--- config.mk ---
export PLATFORM = sky130hd
export DESIGN_NAME = instr_encoder_loader
export DESIGN_NICKNAME = d
export VERILOG_FILES = /design/src/rtl/mips_isa_pkg.sv /design/src/rtl/instr_field_pack.sv /design/src/rtl/instr_encoder_loader.sv
export SDC_FILE = /design/constraint.sdc
export NUM_CORES = 1
export LEC_CHECK = 0
export BUFFER_PORTS_ARGS = -buffer_cell sky130_fd_sc_hd__clkbuf_2
export CORE_MARGIN = 2
export CORE_UTILIZATION = 47
export DETAILED_ROUTE_END_ITERATION = 7
export PLACE_DENSITY = 0.87
export SYNTH_ARGS = -nofsm -noshare
export SYNTH_HDL_FRONTEND = slang
export SYNTH_HIERARCHICAL = 1
export SYNTH_SLANG_ARGS = --single-unit
export TNS_END_PERCENT = 20
--- constraint.sdc ---
create_clock -name clk -period 2 [get_ports clk]
set_clock_uncertainty 0.15 [all_clocks]
set_input_delay 0.3 -clock clk [delete_from_list [all_inputs] [get_ports clk]]
set_output_delay 0.3 -clock clk [all_outputs]
set_load 0.02 [all_outputs]
--- src/rtl/mips_isa_pkg.sv ---
// Shared MIPS-CA-Lab ISA definitions: opcodes, field positions, format enum
// and the instruction loader FSM state encoding.
package mips_isa_pkg;

    localparam logic [5:0] OP_NOP  = 6'd0;
    localparam logic [5:0] OP_ADD  = 6'd1;
    localparam logic [5:0] OP_SUB  = 6'd3;
    localparam logic [5:0] OP_AND  = 6'd5;
    localparam logic [5:0] OP_OR   = 6'd6;
    localparam logic [5:0] OP_XOR  = 6'd7;
    localparam logic [5:0] OP_NOR  = 6'd8;
    localparam logic [5:0] OP_SLT  = 6'd9;
    localparam logic [5:0] OP_SLL  = 6'd10;
    localparam logic [5:0] OP_SRL  = 6'd11;
    localparam logic [5:0] OP_SRA  = 6'd12;
    localparam logic [5:0] OP_ADDI = 6'd32;
    localparam logic [5:0] OP_SUBI = 6'd33;
    localparam logic [5:0] OP_LW   = 6'd36;
    localparam logic [5:0] OP_SW   = 6'd37;
    localparam logic [5:0] OP_BEQ  = 6'd40;
    localparam logic [5:0] OP_BNE  = 6'd41;
    localparam logic [5:0] OP_JMP  = 6'd42;

    localparam int OPC_LSB  = 26;
    localparam int DEST_LSB = 21;
    localparam int SRC1_LSB = 16;
    localparam int SRC2_LSB = 11;
    localparam int IMM_LSB  = 0;

    typedef enum logic [2:0] {
        FMT_NOP,
        FMT_R,
        FMT_I,
        FMT_J,
        FMT_ILLEGAL
    } instr_fmt_t;

    typedef enum logic [1:0] {
        ST_IDLE,
        ST_LOAD,
        ST_PAD,
        ST_DONE
    } load_state_t;

endpackage

--- src/rtl/instr_field_pack.sv ---
// Combinational opcode classification and 32-bit instruction word packing.
// Illegal opcodes are packed with the I-type layout; the caller decides whether to use it.
module instr_field_pack
    import mips_isa_pkg::*;
(
    input  logic [5:0]  opcode,
    input  logic [4:0]  dest,
    input  logic [4:0]  src1,
    input  logic [4:0]  src2,
    input  logic [15:0] imm,
    output instr_fmt_t  fmt,
    output logic [31:0] word
);

    always_comb begin
        fmt = FMT_ILLEGAL;
        case (opcode)
            OP_NOP:                                   fmt = FMT_NOP;
            OP_ADD, OP_SUB, OP_AND, OP_OR, OP_XOR,
            OP_NOR, OP_SLT, OP_SLL, OP_SRL, OP_SRA:   fmt = FMT_R;
            OP_ADDI, OP_SUBI, OP_LW, OP_SW,
            OP_BEQ, OP_BNE:                           fmt = FMT_I;
            OP_JMP:                                   fmt = FMT_J;
            default:                                  fmt = FMT_ILLEGAL;
        endcase
    end

    always_comb begin
        word = 32'h0;
        case (fmt)
            FMT_NOP: word = 32'h0;
            FMT_R:   word = {opcode, dest, src1, src2, 11'b0};
            FMT_J:   word = {opcode, 10'b0, imm};
            default: word = {opcode, dest, src1, imm};
        endcase
    end

endmodule

--- src/rtl/instr_encoder_loader.sv ---
// Load-session FSM: encodes requests into instruction memory, pads the tail with NOPs.
// ENCODER_CHECK_EN: illegal opcodes are rejected and counted instead of being written.
module instr_encoder_loader
    import mips_isa_pkg::*;
#(
    parameter int ADDR_W = 8,
    parameter int DEPTH  = 256
) (
    input  logic              clk,
    input  logic              rst,
    input  logic              start,
    input  logic              finish,
    input  logic              in_valid,
    output logic              in_ready,
    input  logic [5:0]        in_opcode,
    input  logic [4:0]        in_dest,
    input  logic [4:0]        in_src1,
    input  logic [4:0]        in_src2,
    input  logic [15:0]       in_imm,
    output logic              mem_we,
    output logic [ADDR_W-1:0] mem_addr,
    output logic [31:0]       mem_wdata,
    output logic              done,
    output logic              err_pulse,
    output logic [7:0]        err_count,
    output logic [ADDR_W:0]   word_count
);

`ifdef ENCODER_CHECK_EN
    localparam bit CHECK_EN = 1'b1;
`else
    localparam bit CHECK_EN = 1'b0;
`endif

    localparam int              LAST_I    = DEPTH - 1;
    localparam logic [ADDR_W:0] LAST_ADDR = LAST_I[ADDR_W:0];

    load_state_t       state_q, state_d;
    logic [ADDR_W:0]   addr_q, addr_d;
    logic              in_ready_q, in_ready_d;
    logic              mem_we_q, mem_we_d;
    logic [ADDR_W-1:0] mem_addr_q, mem_addr_d;
    logic [31:0]       mem_wdata_q, mem_wdata_d;
    logic              done_q, done_d;
    logic              err_pulse_q, err_pulse_d;
    logic [7:0]        err_count_q, err_count_d;
    logic [ADDR_W:0]   word_count_q, word_count_d;

    instr_fmt_t  pack_fmt;
    logic [31:0] pack_word;
    logic        accept, reject, write_req;

    instr_field_pack u_pack (
        .opcode (in_opcode),
        .dest   (in_dest),
        .src1   (in_src1),
        .src2   (in_src2),
        .imm    (in_imm),
        .fmt    (pack_fmt),
        .word   (pack_word)
    );

    assign accept    = (state_q == ST_LOAD) && in_valid && in_ready_q;
    assign reject    = accept && CHECK_EN && (pack_fmt == FMT_ILLEGAL);
    assign write_req = accept && !reject;

    always_comb begin
        state_d      = state_q;
        addr_d       = addr_q;
        mem_we_d     = 1'b0;
        mem_addr_d   = mem_addr_q;
        mem_wdata_d  = mem_wdata_q;
        err_pulse_d  = 1'b0;
        err_count_d  = err_count_q;
        word_count_d = word_count_q;

        case (state_q)
            ST_IDLE, ST_DONE: begin
                if (start) begin
                    state_d      = ST_LOAD;
                    addr_d       = '0;
                    word_count_d = '0;
                    err_count_d  = '0;
                end
            end
            ST_LOAD: begin
                if (write_req) begin
                    mem_we_d     = 1'b1;
                    mem_addr_d   = addr_q[ADDR_W-1:0];
                    mem_wdata_d  = pack_word;
                    addr_d       = addr_q + 1'b1;
                    word_count_d = word_count_q + 1'b1;
                end
                if (reject) begin
                    err_pulse_d = 1'b1;
                    if (err_count_q != 8'hFF) err_count_d = err_count_q + 8'd1;
                end
                // A write into the last slot ends the session even if finish is also high.
                if (write_req && (addr_q == LAST_ADDR)) state_d = ST_DONE;
                else if (finish)                        state_d = ST_PAD;
            end
            ST_PAD: begin
                mem_we_d    = 1'b1;
                mem_addr_d  = addr_q[ADDR_W-1:0];
                mem_wdata_d = 32'h0;
                addr_d      = addr_q + 1'b1;
                if (addr_q == LAST_ADDR) state_d = ST_DONE;
            end
            default: state_d = ST_IDLE;
        endcase

        in_ready_d = (state_d == ST_LOAD);
        // done lags entry into DONE by a cycle so it rises after the final write is visible.
        done_d     = (state_q == ST_DONE) && (state_d == ST_DONE);
    end

    always_ff @(posedge clk or posedge rst) begin
        if (rst) begin
            state_q      <= ST_IDLE;
            addr_q       <= '0;
            in_ready_q   <= 1'b0;
            mem_we_q     <= 1'b0;
            mem_addr_q   <= '0;
            mem_wdata_q  <= 32'h0;
            done_q       <= 1'b0;
            err_pulse_q  <= 1'b0;
            err_count_q  <= 8'd0;
            word_count_q <= '0;
        end else begin
            state_q      <= state_d;
            addr_q       <= addr_d;
            in_ready_q   <= in_ready_d;
            mem_we_q     <= mem_we_d;
            mem_addr_q   <= mem_addr_d;
            mem_wdata_q  <= mem_wdata_d;
            done_q       <= done_d;
            err_pulse_q  <= err_pulse_d;
            err_count_q  <= err_count_d;
            word_count_q <= word_count_d;
        end
    end

    assign in_ready   = in_ready_q;
    assign mem_we     = mem_we_q;
    assign mem_addr   = mem_addr_q;
    assign mem_wdata  = mem_wdata_q;
    assign done       = done_q;
    assign err_pulse  = err_pulse_q;
    assign err_count  = err_count_q;
    assign word_count = word_count_q;

endmodule

-- Word level (Yosys, flattened, before mapping)
Memory sizes are Yosys's and may differ from the RTL's.
Cells that the tools add are included.
- word-level logic and storage cells: 50
- memories kept: 1
- register bits: 63
- output and inout bits: 61
- bits in read-only memories: 192
- input bits: 42
- bits in latches: 0
- RAM bits: 0
- reduce and logical (&&, ||, !) cells: 12
- shift-type cells: 0
- order comparisons: 0
- muxes and demuxes: 17
- $add $sub $neg: 2
- eq/ne operators: 10
- $mul: 0
- divide/modulo/power cells: 0
- bitwise logic cells: 0
- memories (memory ; depth ; bits a word ; rd ports ; clocked after Yosys merged registers in ; write ports ; line ; RTL):
    (no name shown) ; 64 ; 3 ; 1 ; 0 ; 0 ; instr_field_pack.sv:17 ; case (opcode)
- operators with widths (operator ; number):
    $pmux 32 s3 ; 1
    $pmux 32 s2 ; 1
    $mux 32 ; 1
    $mux 9 ; 3
    $pmux 9 s3 ; 1
    $add 9x1->9 const B ; 2
    $pmux 9 s2 ; 1
    $pmux 8 s2 ; 1
    $eq 9x8->1 const B ; 1
    $mux 2 ; 4
    $mux 8 ; 1
    $eq 2x2->1 const B ; 3
    $pmux 2 s3 ; 1
    $eq 2x1->1 const B ; 2
    $logic_and 1x1->1 ; 4
    $ne 2x2->1 const B ; 2
    $reduce_and 2->1 ; 2
    $reduce_bool 2->1 ; 2
    $eq 3x1->1 const B ; 1
    $eq 3x2->1 const B ; 1
    $logic_not 3->1 ; 1
    $reduce_and 3->1 ; 1
    $logic_not 2->1 ; 1
    $pmux 1 s2 ; 1
    2 further kinds ; 2

-- Longest topological paths before layout
- word-level depth: 8
- depth in mapped cells: 8
- mapped depth without buffers: 8

-- Cells and area by module
The synthesis kept the hierarchy.
- modules (own cells, without submodules) (module ; cells an instance ; seq. area each (µm²) ; times used ; area an instance (µm²)):
    instr_encoder_loader ; 314 ; 1576.5 ; 1 ; 2957.8
    instr_field_pack ; 79 ; 0.0 ; 1 ; 545.5

-- Least setup slack after synthesis
OpenSTA, ideal clock, no wires.
- path kind: reg2reg
- start point: register addr_q[0]
- end point: register done_q, in the netlist done
- path buffers: 0
- setup slack: -65 ps
- library setup time: 120 ps
- clock period less this slack: 2065 ps
- data required time: 1730 ps
- cell stages (with the launch flop): 9
- arrival time: 1796 ps
- path through: dfrtp_1 > ha_1 > and3_1 > and3_1 > ha_1 > and3_1 > o21ai_0 > a31oi_1 > and3_1
- word-level cells in the longest chain between the ends: 6
- elaborated cells on any way between the ends: 7
- ends and longest elaborated chain (element ; line ; RTL):
    start, declared ; instr_encoder_loader.sv:39 ; logic [ADDR_W:0] addr_q, addr_d;
    start signal, assigned ; instr_encoder_loader.sv:131 ; addr_q <= addr_d;
    $eq 9x8->1 (*) ; instr_encoder_loader.sv:99, instr_encoder_loader.sv:107 ;
    $logic_and 1x1->1 ; instr_encoder_loader.sv:99 ; if (write_req && (addr_q == LAST_ADDR)) state_d = ST_DONE;
    $mux 2 ; instr_encoder_loader.sv:99 ;
    $pmux 2 s3 (*) ; instr_encoder_loader.sv:77 ; case (state_q)
    net state_d[0] ; instr_encoder_loader.sv:38 ; load_state_t state_q, state_d;
    $eq 2x2->1 (*) ; instr_encoder_loader.sv:114 ; done_d = (state_q == ST_DONE) && (state_d == ST_DONE);
    $logic_and 1x1->1 (*) ; instr_encoder_loader.sv:114 ;
    net done_d ; instr_encoder_loader.sv:44 ; logic done_q, done_d;
    end signal, assigned ; instr_encoder_loader.sv:136 ; done_q <= done_d;
    end, declared ; instr_encoder_loader.sv:44 ;
The timed path passes the listed nets; every way through them passes the cells marked *.
A chain may end at the register's enable or synchronous reset.

-- Worst setup path after layout
- start point: register addr_q[4]
- end point: register done_q, in the netlist done
Same word-level chain as after synthesis.

==> impl_metrics.json <==
{
  "power.density_nw_per_um2": 1597,
  "cts_tree": "built",
  "cts-buffers-inserted": 9,
  "path_cells": "and3_4, and3_4, and3_4, ha_4, and3_4, o21ai_2, a31oi_2, and3_1",
  "slowest_stage": "dfrtp_1",
  "diodes": 0,
  "avgViaCountPerCell": 5.326,
  "p_clk_share_pct": 19.1,
  "whs_path_depth": 3,
  "vias": 3174,
  "core.rowCount": 31,
  "finalSetupViolations": 0,
  "hold_viol": 0,
  "fin_crit_sh_pct": 99.35,
  "overflow": 0,
  "io_pins": 103,
  "rsz0062_at_grt": "true",
  "globalplace.congestion": 0.8564,
  "port_buffers": 93,
  "p_switching_w": 0.003078,
  "r2r_start": "addr_q[4]$_DFFE_PP0P_",
  "initialDrtViolationCount": 154,
  "slew_headroom_pct": 50.98,
  "end_kind": "register",
  "routedWlPerCell_um": 14.48,
  "critPathLaunchType": "register",
  "intPower_w": 0.004062,
  "maxCapViolCount": 0,
  "sw_frac_of_total_pct": 43.11,
  "die_area_um2": 7980,
  "antenna_left": 0,
  "fp.dieH_um": 89.33,
  "syn-mean-instance-area_um2": 8.958,
  "insertion_delay_ns": 0.33,
  "drive_above_1_share_pct": 34.41,
  "fin_hold_ws_ns": 0.08253,
  "ys_warn_count": 6,
  "p_seq_share_pct": 27.9,
  "critPathKind": "reg -> reg",
  "hold_path_class": "in -> reg",
  "max_stage_delay_ns": 0.40,
  "drt_pre_antenna_iters": 4,
  "r2r-end": "done$_DFF_PP0_",
  "status": "finished, final reports clean",
  "cts-root-buf": "clkbuf_8",
  "htreeDepth": 3,
  "rr_worst_depth": 8,
  "dp_hpwl_mm": 5.970,
  "max_freq_ghz": 0.5033,
  "clkTransAtPathRegs_ns": 0.07,
  "startpoint": "addr_q[4]$_DFFE_PP0P_",
  "antenna_found_initial": 0,
  "cp.depth": 8,
  "nFillCells": 635,
  "path_max_fanout": 3,
  "grt_max_degree": 45,
  "p_comb_share_pct": 53.0,
  "critPathRequiredTime_ns": 2.08,
  "maxSlewViolCount": 0,
  "tightest_slew_ns": 0.7353,
  "cpMostUsedCell": "and3_4",
  "clk_path_buf_depth": 2,
  "fin_crit_ns": 1.987,
  "ff2ff_setup_slack_ns": 0.01,
  "finalPower_w": 0.007140,
  "cts_sinks": 63,
  "leakagePower_nw": 2.306,
  "core_um2": 7137,
  "start_util_pct": 47.95,
  "die_w_um": 89.33,
  "syn_to_final_growth_pct": 30.64,
  "peakVddDrop_uv": 686.7,
  "crit_end": "done$_DFF_PP0_",
  "wl_mm": 8.628,
  "grt_usage_pct": 21.53,
  "drc": 0,
  "nets": 540,
  "first_global_vias": 2893,
  "grt_pass1_wl_mm": 13.30,
  "syn_area_um2": 3422,
  "critical-path-top-delay-family": "simple AND/OR/NAND/NOR gates",
  "arrival_ns": 2.06,
  "cp_num_buf_inv": 0,
  "netlist_instances": 382
}
## stage by stage
stage                     area, um^2  instances  setup WS [ns]  setup TNS [ns]  utilization [%]
after floorplan                 3463        390       -0.01339        -0.01339                -
after global placement          4105        574        0.01087               0            57.52
after detailed placement        4105        574        -0.1005         -0.1642            57.52
after CTS                       4393        593      -0.001832       -0.001832            61.55
after global routing            4471        596       -0.02040        -0.02040            62.64
final                           4471        596        0.01302               0            62.64
## worst min path at each step
stage          slack (ns)          from                        end
6_report             0.08  in_opcode[4]  mem_wdata[30]$_DFFE_PP0P_
3_3_place_gp         0.22           rst   mem_wdata[7]$_DFFE_PP0P_
4_1_cts              0.07  in_opcode[4]  mem_wdata[30]$_DFFE_PP0P_
2_1_floorplan        0.27           rst      addr_q[0]$_DFFE_PP0P_
5_1_grt               0.1  in_opcode[4]  mem_wdata[30]$_DFFE_PP0P_
3_5_place_dp         0.22           rst   mem_wdata[7]$_DFFE_PP0P_
## layer usage
layer / global-route usage, % / wire length (um) / vias up
li1: - / - / 1503
met1: 26.38 / 3702 / 1553
met2: 37.10 / 4347 / 101
met3: 4.709 / 435 / 17
met4: 8.141 / 142 / 0
met5: 0 / 0 / -
## flip-flops by register name (all words and copies together) (netlist names)
name / cells
mem_wdata: 32
mem_addr: 8
in_ready: 1
done: 1
addr_q: 9
mem_we: 1
state_q: 2
word_count: 9
## final cells by class
class                      count  area [um^2]  area share (%)
clock inverter                 5        105.1           2.351
clock buffer                  11        141.4           3.163
timing repair buffer         127        760.7           17.02
inverter                      11        45.04           1.008
tap                           99        123.9           2.771
multi-input combinational    280         1717           38.40
sequential                    63         1578           35.29
## worst reg2reg max path, stage by stage, from the launching register on
cell	delay [ns]
dfrtp_1	0.40
and3_4	0.19
and3_4	0.18
and3_4	0.15
ha_4	0.15
and3_4	0.18
o21ai_2	0.14
a31oi_2	0.12
and3_1	0.21
## placed cells by master, fill, tap and decap left out, types with 5 or more instances in the layout
cell,instances
nand2_1,101
clkbuf_2,93
dfrtp_1,62
nand3b_1,32
buf_4,30
o21ai_0,18
and2_1,12
clkbuf_8,10
inv_1,9
nand4_1,9
conb_1,9
a21oi_1,8
nor2_1,7
a21boi_0,7
nor3_1,6
and3_1,6
o211ai_1,6
nand3_1,5
o211ai_2,5
## repair_timing
item                                   in CTS  in global routing
cloned                                      0                  0
endpoints found under the hold margin      24                  0
setup endpoints to repair                   6                 11
hold buffers                                1                  0
setup buffers                               2                  3
pin swaps                                   4                  9
resized for setup                           5                 11
## power groups by stage
stage	Sequential (W)	Clock [W]	Combinational, W
2_1_floorplan	0.00241	0	0.00181
3_3_place_gp	0.00197	0	0.00345
3_5_place_dp	0.00199	0	0.00356
4_1_cts	0.00197	0.00138	0.00364
5_1_grt	0.00204	0.00143	0.00415
6_report	0.00199	0.00136	0.00379
Note: power is estimated with default switching activity, not from simulation.
